`src/rtl/mac_pkg.sv`:
```
// Shared types and constants for the MAC result path: accumulator width,
// saturation limits and the stored result record.
package mac_pkg;

    localparam int MAC_WIDTH = 16;

    localparam logic signed [MAC_WIDTH-1:0] MAC_SAT_POS = 16'sh7FFF;
    localparam logic signed [MAC_WIDTH-1:0] MAC_SAT_NEG = 16'sh8000;

    typedef struct packed {
        logic                        ovf;
        logic signed [MAC_WIDTH-1:0] data;
    } mac_result_t;

    // A wrapped-negative sum came from a positive overflow, so clamp high; otherwise clamp low.
    function automatic mac_result_t mac_saturate(input logic signed [MAC_WIDTH-1:0] data,
                                                 input logic                        ovf);
        mac_result_t res;
        res.ovf = ovf;
        if (ovf) begin
            res.data = data[MAC_WIDTH-1] ? MAC_SAT_POS : MAC_SAT_NEG;
        end else begin
            res.data = data;
        end
        return res;
    endfunction

endpackage

```
`src/rtl/mac_sync_fifo.sv`:
```
// Generic synchronous FIFO with registered level/full/empty. Head entry is
// read combinationally from the storage array; reset clears storage too.
module mac_sync_fifo #(
    parameter int DEPTH = 4,
    parameter int DW    = 17,
    localparam int AW   = $clog2(DEPTH)
) (
    input  logic          clk,
    input  logic          reset,
    input  logic          push,
    input  logic          pop,
    input  logic [DW-1:0] wdata,
    output logic [DW-1:0] rdata,
    output logic          full,
    output logic          empty,
    output logic [AW:0]   level
);

    logic [DW-1:0] mem_r [DEPTH];
    logic [AW-1:0] wptr_r;
    logic [AW-1:0] rptr_r;
    logic [AW:0]   level_r;
    logic          full_r;
    logic          empty_r;

    logic          do_push_s;
    logic          do_pop_s;
    logic [AW:0]   level_next_s;

    // Qualify requests against the registered flags and work out next occupancy.
    always_comb begin
        do_push_s    = push & ~full_r;
        do_pop_s     = pop & ~empty_r;
        level_next_s = level_r;
        case ({do_push_s, do_pop_s})
            2'b10:   level_next_s = level_r + (AW+1)'(1);
            2'b01:   level_next_s = level_r - (AW+1)'(1);
            default: level_next_s = level_r;
        endcase
    end

    // Storage, pointers and occupancy flags.
    always_ff @(posedge clk) begin
        if (reset) begin
            for (int i = 0; i < DEPTH; i++) begin
                mem_r[i] <= '0;
            end
            wptr_r  <= '0;
            rptr_r  <= '0;
            level_r <= '0;
            full_r  <= 1'b0;
            empty_r <= 1'b1;
        end else begin
            if (do_push_s) begin
                mem_r[wptr_r] <= wdata;
                wptr_r        <= wptr_r + AW'(1);
            end
            if (do_pop_s) begin
                rptr_r <= rptr_r + AW'(1);
            end
            level_r <= level_next_s;
            full_r  <= (level_next_s == (AW+1)'(DEPTH));
            empty_r <= (level_next_s == (AW+1)'(0));
        end
    end

    assign rdata = mem_r[rptr_r];
    assign full  = full_r;
    assign empty = empty_r;
    assign level = level_r;

endmodule

```
`src/rtl/mac_result_buffer.sv`:
```
// Buffers MAC accumulator results in a FIFO with drop counting and a sticky
// overflow flag. Define MAC_RESULT_SAT_EN to store overflowed results saturated.
module mac_result_buffer
    import mac_pkg::*;
#(
    parameter int DEPTH = 4,
    parameter int WIDTH = MAC_WIDTH,
    parameter int CNT_W = 8
) (
    input  logic                     clk,
    input  logic                     reset,
    input  logic                     in_valid,
    input  logic [WIDTH-1:0]         in_data,
    input  logic                     in_ovf,
    input  logic                     out_ready,
    input  logic                     clr_status,
    output logic                     out_valid,
    output logic [WIDTH-1:0]         out_data,
    output logic                     out_ovf,
    output logic                     full,
    output logic [$clog2(DEPTH):0]   level,
    output logic                     ovf_sticky,
    output logic [CNT_W-1:0]         drop_cnt
);

    logic [WIDTH:0]   wdata_s;
    logic [WIDTH:0]   rdata_s;
    logic             full_s;
    logic             empty_s;
    logic             push_s;
    logic             pop_s;
    logic             drop_s;
    logic             ovf_sticky_r;
    logic [CNT_W-1:0] drop_cnt_r;
`ifdef MAC_RESULT_SAT_EN
    mac_result_t      sat_s;
`endif

    // A push while full is rejected against the registered full, even if a pop frees a slot.
    always_comb begin
        push_s = in_valid & ~full_s;
        drop_s = in_valid & full_s;
        pop_s  = ~empty_s & out_ready;
    end

    // Build the stored entry; the overflow tag is always kept alongside the data.
    always_comb begin
`ifdef MAC_RESULT_SAT_EN
        sat_s   = mac_saturate(MAC_WIDTH'(in_data), in_ovf);
        wdata_s = {in_ovf, WIDTH'(sat_s.data)};
`else
        wdata_s = {in_ovf, in_data};
`endif
    end

    mac_sync_fifo #(
        .DEPTH (DEPTH),
        .DW    (WIDTH + 1)
    ) u_fifo (
        .clk   (clk),
        .reset (reset),
        .push  (push_s),
        .pop   (pop_s),
        .wdata (wdata_s),
        .rdata (rdata_s),
        .full  (full_s),
        .empty (empty_s),
        .level (level)
    );

    // Sticky status: a set in the same cycle as a clear wins, and a drop during a clear counts as one.
    always_ff @(posedge clk) begin
        if (reset) begin
            ovf_sticky_r <= 1'b0;
            drop_cnt_r   <= '0;
        end else begin
            ovf_sticky_r <= (push_s & in_ovf) | (ovf_sticky_r & ~clr_status);
            if (clr_status) begin
                drop_cnt_r <= CNT_W'(drop_s);
            end else if (drop_s && (drop_cnt_r != {CNT_W{1'b1}})) begin
                drop_cnt_r <= drop_cnt_r + CNT_W'(1);
            end else begin
                drop_cnt_r <= drop_cnt_r;
            end
        end
    end

    assign out_valid  = ~empty_s;
    assign out_data   = rdata_s[WIDTH-1:0];
    assign out_ovf    = rdata_s[WIDTH];
    assign full       = full_s;
    assign ovf_sticky = ovf_sticky_r;
    assign drop_cnt   = drop_cnt_r;

endmodule

```
`config.mk`:
```
export PLATFORM = sky130hd
export DESIGN_NAME = mac_result_buffer
export DESIGN_NICKNAME = d
export VERILOG_FILES = /design/src/rtl/mac_pkg.sv /design/src/rtl/mac_sync_fifo.sv /design/src/rtl/mac_result_buffer.sv
export SDC_FILE = /design/constraint.sdc
export NUM_CORES = 1
export LEC_CHECK = 0
export BUFFER_PORTS_ARGS = -buffer_cell sky130_fd_sc_hd__buf_2
export CORE_AREA = 5 5 110 112
export CTS_CLUSTER_DIAMETER = 120
export DETAILED_ROUTE_END_ITERATION = 12
export DIE_AREA = 0 0 115 117
export PLACE_DENSITY = 0.63
export RECOVER_POWER = 50
export SKIP_LAST_GASP = 1
export SYNTH_ARGS = -nofsm -noshare
export SYNTH_HDL_FRONTEND = slang
export SYNTH_HIERARCHICAL = 1
export SYNTH_SLANG_ARGS = --single-unit
```
`constraint.sdc`:
```
create_clock -name clk -period 4.1 [get_ports clk]
set_input_delay 0.615 -clock clk [delete_from_list [all_inputs] [get_ports clk]]
set_output_delay 0.615 -clock clk [all_outputs]
set_load 0.02 [all_outputs]
```
==> results of run 1 <==
## state kept, by name, summed over array words and instances (netlist names), named ones only
signal / count
ovf_sticky: 1
u_fifo/mem_r: 68
drop_cnt: 8
u_fifo/empty: 1
u_fifo/wptr_r: 2
u_fifo/level: 3
u_fifo/full: 1
u_fifo/rptr_r: 2
## stage by stage
stage                     instances  hold WS [ns]
after global placement          464         0.491
final                           481         0.514
after floorplan                 278         0.485
after detailed placement        464         0.507
after global routing            480         0.545
after CTS                       480         0.517
## final cells by class
cell class,count,area share [%]
clock inverter,6,1.46
inverter,8,0.648
sequential,88,52.7
multi-input combinational,170,30.8
tap,143,3.86
timing repair buffer,55,5.56
antenna,1,0.0540
clock buffer,10,4.94
## power by group through the flow
stage	Sequential, mW	Combinational [mW]	Clock [mW]
final	1.07	0.274	0.803
after global routing	1.07	0.302	0.871
after CTS	1.07	0.289	0.828
after detailed placement	1.09	0.288	0
after global placement	1.08	0.282	0
after floorplan	1.09	0.193	0
## synthesized netlist by cell type (3+ instances only)
| cell type | instances | area, um2 |
|---|---|---|
| buf_6 | 4 | 45.0 |
| dfxtp_1 | 20 | 400 |
| a21oi_1 | 7 | 35.0 |
| a31o_2 | 3 | 26.3 |
| and2_1 | 61 | 382 |
| nand2_1 | 7 | 26.3 |
| clkbuf_1 | 3 | 11.3 |
| mux4_2 | 17 | 383 |
| a211oi_1 | 7 | 52.6 |
| nor2_1 | 8 | 30.0 |
| edfxtp_1 | 68 | 2040 |
| inv_1 | 6 | 22.5 |
| xor2_1 | 4 | 35.0 |
| a31oi_1 | 3 | 18.8 |
| and2_2 | 7 | 52.6 |
| nor2b_1 | 7 | 43.8 |
## critical path, delay by kind of cell
kind,cells,cell delay [ns]
simple gates,4,1.29
buf+inv,3,0.97
## placed cells by master (no fill, tap or decap), types with 3 or more instances in the layout
| cell type | n |
|---|---|
| nor2_1 | 8 |
| a31oi_1 | 3 |
| a211oi_1 | 7 |
| inv_1 | 7 |
| dfxtp_1 | 20 |
| a21oi_1 | 7 |
| mux4_2 | 17 |
| and2_1 | 41 |
| clkbuf_1 | 17 |
| clkbuf_16 | 9 |
| and2_2 | 7 |
| xor2_1 | 4 |
| edfxtp_1 | 68 |
| buf_2 | 38 |
| nand2_1 | 7 |
| and2_0 | 20 |
| nor2b_1 | 8 |
## metal layers
metal / wire, um / global-route usage (%) / part of all wire [%] / vias up
met5: 0 / 0 / 0 / -
met4: 112 / 3.52 / 1.4 / 0
met3: 443 / 4.06 / 5.4 / 13
met1: 3470 / 15.5 / 42 / 1190
met2: 4160 / 22.6 / 51 / 60
li1: - / - / - / 1141
## cells by family (layout without fill, tap and decap cells)
kind of cell,count (synthesis),after routing,synth area share (%)
buf+inv,20,79,2.91
flops,88,88,61.0
xor+xnor,6,6,1.31
other cells,0,1,0
simple gates,115,115,19.0
compound gates,28,28,4.82
fa+ha+maj,3,3,1.13
mux,18,18,9.82
## worst paths after layout
path	startpoint	slack (ns)	cells after the start	end
hold / removal	drop_cnt[1]	0.51	2	drop_cnt[1]
hold reg to reg	drop_cnt[1]	0.51	2	drop_cnt[1]
setup / recovery	in_valid	1.19	7	u_fifo/mem_r[0][3]
setup reg to reg	u_fifo/full	1.20	6	u_fifo/mem_r[0][3]
==> flow_summary_export.csv, run 1 <==
group,metric,value,unit
floorplan,die-width,115,um
yosys,synth-async-reset-ratio,0,%
power,power_density,463,nW/um2
yosys,syn_inst,278,
timing,rsz0062_at_grt,"no",
placement,placed_cell_area,4380,um2
power,total_power,2.14,mW
routing,post_drt_wl_per_cell,17.0,um
routing,routed_via_density,5.00,
run,max_cap_viol_count,0,
placement,io_buffers,52,
finish,utilization,41.7,%
routing,drc,0,
global_routing,grt_max_degree,23,
global_routing,grt_antenna_before_repair,0,
timing,setup_viol,0,
power,combPwrFrac,12.8,%
power,p_leak,1.66,nW
floorplan,io_pins,53,
routing,drt_iter0_markers,103,
placement,post-place-ws,1.22,ns
clock_network,cts.root.buffer_cell,"clkbuf_16",
timing,period_share,71.0,%
yosys,ys.flop_type,"edfxtp_1",
setup_path,end_kind,"flop",
timing,worst_pin_slew,1.08,ns
power,p_seq_share,49.8,%
power,p_sw,0.524,mW
global_routing,first_global_vias,2581,
setup_path,path_class,"input pin to flop",
clock_network,cts_hold_buf,0,
finish,multi_input_area,1430,um2
setup_path,path_cells,"buf_2 -> nor2b_1 -> nor2b_1 -> inv_1 -> nor4_4 -> clkbuf_1 -> or2_2",
finish,fin_area,4630,um2
finish,drive_gt1_share,25.8,%
setup_path,crit_path_frequent_cell,"nor2b_1",
finish,area_growth,15.8,%
floorplan,die_y,117,um
yosys,ys_warn_count,6,
timing,slew_headroom,27.7,%
routing,antenna_left,0,
yosys,synthesis.nets,303,
power,switching_share,24.4,%
floorplan,die_area,13500,um2
clock_network,max-clock-path-buffers,2,
global_routing,grt_use_total,12.9,%
yosys,avgSynthCellArea,14.4,um2
finish,nNetsFinal,357,
clock_network,post_cts_buffers,0,
clock_network,cts_max_level,3,
floorplan,start_util,36.0,%
placement,dp_hpwl,5200,um
yosys,synth_area,4000,um2
setup_path,path_max_fanout,18,
clock_network,tritoncts,"yes",
yosys,ys_seq_area_share,61.0,%
timing,fin_skew,0.00663,ns
floorplan,core_area,11100,um2
timing,setup_tns,0,ns
setup_path,cp.required,4.07,ns
timing,period_minus_slack,2.91,ns
timing,finalHoldViolCount,0,
floorplan,rows,39,
routing,drt-total-wl,8190,um
setup_path,startpoint_type,"input pin",
clock_network,path_clk_slew,0.06,ns
timing,worst_slack,1.19,ns
global_routing,grt_overflow,0,
finish,fillers,1057,
global_routing,grt_pass1_wl,13200,um
clock_network,cts_resized,0,
routing,vias,2404,
setup_path,cp_slowest_stage_delay,0.64,ns
timing,fmax,344,MHz
yosys,synth-seq-cells,88,
placement,gp_congestion,0.852,
power,vdd_drop_max,0.240,mV
clock_network,clkLatencyLatePin,0.33,ns
setup_path,slowest_stage,"clkbuf_1",
routing,dr.pass1.iters,4,
setup_path,cp.arrival,2.88,ns
timing,slew_violations,0,
clock_network,cts.sinks,88,
power,intPower,1.62,mW
outcome,outcome,"finished clean",
yosys,yosysUniqueCellTypes,50,
finish,seqCellArea,2440,um2
yosys,synth_edf_count,68,
clock_network,numCtsBuffers,9,
power,p_clk_share,37.4,%
min_path,hold_path.class,"flop to flop",
Note: power is estimated with default switching activity, not from simulation.
==> run 2, diff against run 1 <==
Settings changed: PLACE_DENSITY 0.63 to 0.65.
Clock period 4.1 ns to 2.55 ns, I/O delays scaled along.
==> flow_summary_export.csv, run 2 (same netlist as run 1, synthesis figures left out) <==
group,metric,value,unit
setup_path,path_depth,9,
clock_network,cts.root.buffer_cell,"clkbuf_16",
power,p_leak,1.68,nW
clock_network,post_cts_buffers,0,
finish,nNetsFinal,363,
global_routing,grt_overflow,0,
timing,rsz0062_at_grt,"no",
timing,slew_headroom,22.1,%
clock_network,cts_resized,0,
routing,dr.pass1.iters,4,
placement,gp_congestion,0.858,
timing,fmax,425,MHz
clock_network,cts_max_level,3,
routing,drt_iter0_markers,83,
clock_network,cts.sinks,88,
global_routing,grt_use_total,12.4,%
setup_path,crit_end,"u_fifo/empty",
setup_path,r2r-end,"u_fifo/empty",
finish,regMostFlops,"u_fifo/mem_r",
global_routing,first_global_vias,2467,
setup_path,startpoint,"u_fifo/full",
global_routing,grt_pass1_wl,12700,um
timing,period_minus_slack,2.35,ns
floorplan,die_area,13500,um2
floorplan,core_area,11100,um2
routing,routed_via_density,4.89,
floorplan,die-width,115,um
setup_path,cp.required,2.78,ns
power,power_density,725,nW/um2
placement,placed_cells,470,
clock_network,tritoncts,"yes",
setup_path,cp.arrival,2.58,ns
clock_network,max-clock-path-buffers,2,
setup_path,crit_path_frequent_cell,"nor2b_1",
finish,drive_gt1_share,27.4,%
setup_path,path_cells,"nor2b_1 -> nor2b_1 -> inv_2 -> ha_1 -> inv_1 -> fa_1 -> nor2b_1 -> a22o_1 -> a31o_2",
finish,final_common_cell,"edfxtp_1",
timing,setup_tns,0,ns
floorplan,io_pins,53,
setup_path,startpoint_type,"flop",
routing,post_drt_wl_per_cell,16.2,um
placement,io_buffers,52,
placement,dp_hpwl,5010,um
routing,drt-total-wl,7870,um
min_path,hold_path.class,"input pin to flop",
floorplan,start_util,36.0,%
setup_path,reg2reg_depth,9,
timing,fin_skew,0.00491,ns
setup_path,path_class,"flop to flop",
clock_network,cts_hold_buf,0,
timing,worst_pin_slew,1.17,ns
finish,antenna_cells,0,
routing,vias,2376,
global_routing,grt_max_degree,22,
timing,period_share,92.3,%
setup_path,path_max_fanout,4,
setup_path,worstReg2RegStart,"u_fifo/full",
global_routing,grt_antenna_before_repair,1,
routing,drc,0,
clock_network,numCtsBuffers,9,
finish,area_growth,16.1,%
timing,finalHoldViolCount,0,
finish,largest_reg_flops,68,
outcome,outcome,"finished clean",
timing,setup_viol,0,
timing,hold_slack,0.348,ns
routing,antenna_left,0,
timing,slew_violations,0,
setup_path,end_kind,"flop",
power,vdd_drop_max,0.381,mV
floorplan,die_y,117,um
finish,mostFrequentLayoutCells,"edfxtp_1 (68), and2_1 (46), buf_2 (38)",
clock_network,path_clk_slew,0.06,ns
setup_path,crit_buf_inv,2,
setup_path,cp_slowest_stage_delay,0.40,ns
setup_path,critical_path.top_delay_family,"adder cells",
floorplan,rows,39,
finish,layout.cells.non_filler,486,
clock_network,clkLatencyLatePin,0.33,ns
setup_path,slowest_stage,"fa_1",
setup_path,regToRegSetupSlack,0.20,ns
run,max_cap_viol_count,0,
==> run 2: changes by cell type in the layout (fill, tap and decap cells not counted), moves of 2 or more <==
cell | previous run | this run
clkinv_4 | 0 | 2
and2_0 | 20 | 15
buf_4 | 1 | 5
and2_1 | 41 | 46
==> run 2: final cells by class <==
class / count / area (um2)
Fill cell: 1058 / 6480
Clock inverter: 7 / 55.1
Clock buffer: 9 / 225
Sequential cell: 88 / 2440
Tap cell: 143 / 179
Inverter: 8 / 30.0
Timing Repair Buffer: 61 / 295
Multi-Input combinational cell: 170 / 1420
==> run 2: worst reg2reg max path, delay by kind of cell (launching register included) <==
kind,cells,cell delay (ns)
simple gates,3,0.63
compound gates,2,0.47
fa+ha+maj,2,0.64
buf+inv,2,0.19
flops,1,0.31
==> run 2: worst min-delay path by stage <==
stage,from,end,cells past startpoint
after floorplan,reset,ovf_sticky,1
after global placement,drop_cnt[1],drop_cnt[1],2
after detailed placement,drop_cnt[1],drop_cnt[1],2
after CTS,in_ovf,ovf_sticky,3
after global routing,in_data[8],u_fifo/mem_r[0][8],2
final,in_ovf,ovf_sticky,3
==> run 2: stage by stage <==
step           util [%]  setup WS [ns]  power (mW)  instance area [um2]
2_1_floorplan         -         0.0608        2.06                 4000
3_3_place_gp       39.7          0.137        2.20                 4420
3_5_place_dp       39.7         0.0965        2.21                 4420
4_1_cts            42.3          0.275        3.44                 4700
5_1_grt            41.8         0.0821        3.54                 4650
6_report           41.8          0.197        3.37                 4650
==> run 2: routing by layer <==
metal	up-vias	global-route usage (%)	routed length (um)
li1	1148	-	-
met1	1152	16.0	3500
met2	68	20.8	3860
met3	6	3.60	451
met4	2	2.82	52
met5	-	0	7
==> run 2: where the power goes <==
part	switching, mW	internal (mW)
Clock	0.547	0.668
Sequential	0.0440	1.67
Combinational	0.267	0.180
Total	0.857	2.51
==> run 3, diff against run 2 <==
Settings changed: CORE_AREA 5 5 110 112 to 2 2 107 109, DIE_AREA 0 0 115 117 to 0 0 109 111.
==> flow_summary_export.csv, run 3 (same netlist as run 1, synthesis figures left out) <==
group,metric,value,unit
floorplan,die_y,111,um
timing,setup_tns,0,ns
min_path,hold_path.class,"input pin to flop",
timing,worst_slack,0.263,ns
run,max_cap_viol_count,0,
setup_path,path_max_fanout,4,
routing,drt_iter0_markers,86,
floorplan,io_pins,53,
timing,period_share,89.7,%
timing,worst_pin_slew,0.888,ns
global_routing,grt_overflow,0,
timing,finalHoldViolCount,0,
power,power_density,763,nW/um2
routing,dr.pass1.iters,4,
setup_path,cp.required,2.82,ns
routing,routed_via_density,4.91,
finish,drive_gt1_share,27.4,%
clock_network,tritoncts,"yes",
placement,placed_cell_area,4430,um2
clock_network,max-clock-path-buffers,2,
clock_network,numCtsBuffers,9,
clock_network,cts_max_level,3,
clock_network,cts.sinks,88,
setup_path,cp.arrival,2.55,ns
timing,fmax,437,MHz
power,vdd_drop_max,0.319,mV
timing,setup_viol,0,
clock_network,post_cts_buffers,0,
global_routing,grt_use_total,13.9,%
finish,nNetsFinal,363,
timing,hold_slack,0.358,ns
routing,vias,2387,
routing,antenna_left,0,
floorplan,core_area,11100,um2
global_routing,first_global_vias,2434,
setup_path,startpoint_type,"flop",
clock_network,clkLatencyLatePin,0.33,ns
routing,post_drt_wl_per_cell,16.2,um
placement,io_buffers,52,
finish,area_growth,17.2,%
floorplan,start_util,36.1,%
placement,gp_congestion,0.798,
floorplan,die-width,109,um
finish,regMostFlops,"u_fifo/mem_r",
clock_network,cts.root.buffer_cell,"clkbuf_16",
clock_network,cts_hold_buf,0,
global_routing,grt_pass1_wl,12700,um
timing,rsz0062_at_grt,"no",
global_routing,grt_antenna_before_repair,0,
finish,final_common_cell,"edfxtp_1",
finish,utilization,42.3,%
power,p_leak,1.71,nW
timing,period_minus_slack,2.29,ns
floorplan,die_area,12100,um2
setup_path,path_class,"flop to flop",
finish,largest_reg_flops,68,
timing,fin_skew,0.00599,ns
routing,drt-total-wl,7890,um
finish,mostFrequentLayoutCells,"edfxtp_1 (68), and2_1 (42), buf_2 (38)",
timing,slew_headroom,40.8,%
timing,slew_violations,0,
setup_path,end_kind,"flop",
clock_network,path_clk_slew,0.07,ns
placement,post-place-ws,0.0911,ns
finish,antenna_cells,0,
floorplan,rows,39,
global_routing,grt_max_degree,22,
clock_network,cts_resized,0,
placement,dp_hpwl,4990,um
routing,drc,0,
outcome,outcome,"finished clean",
finish,fin_area,4690,um2
-- run 3: cell count changes in the layout (fill, tap and decap cells not counted), sizes merged --
cell	change
bufinv	+2
clkinvlp	-1
clkinv	-1
-- run 3: report_power, final --
group / internal, mW / switching (mW) / total, mW
sequential: 1.67 / 0.0439 / 1.71
combinational: 0.181 / 0.266 / 0.446
clock: 0.868 / 0.554 / 1.42
total: 2.71 / 0.864 / 3.58
-- run 3: metrics by stage --
step,power [mW],std cells
2_1_floorplan,2.06,278
3_3_place_gp,2.20,470
3_5_place_dp,2.21,470
4_1_cts,3.64,486
5_1_grt,3.73,486
6_report,3.58,486
-- run 3: metal layers --
metal,part of all wire [%],up-vias,routed length (um),track usage [%]
met4,0.67,0,53,3.59
li1,-,1148,-,-
met3,4.9,6,388,4.06
met1,44,1173,3450,17.6
met5,0,-,0,0
met2,51,60,4000,23.3
-- run 3: final cells by class --
class                      instances  area (um2)
clock buffer                       9         225
clock inverter                     7         103
fill                            1021        6390
inverter                           8        30.0
multi-input combinational        170        1420
sequential                        88        2440
tap                              143         179
timing repair buffer              61         297
-- run 3: critical path, stage by stage (launching register included) --
cell	delay [ns]
dfxtp_1	0.33
nor2b_1	0.14
nor2b_1	0.23
ha_1	0.22
inv_1	0.06
fa_1	0.41
xor2_1	0.21
or4_1	0.44
a21oi_1	0.17
-- run 3: worst paths after layout --
kind,cells after the start,slack (ns),startpoint,endpoint
worst min-delay path,3,0.36,in_ovf,ovf_sticky
worst max register to register,8,0.26,u_fifo/empty,u_fifo/full
worst max-delay path,8,0.26,u_fifo/empty,u_fifo/full
worst min register to register,2,0.51,drop_cnt[1],drop_cnt[1]
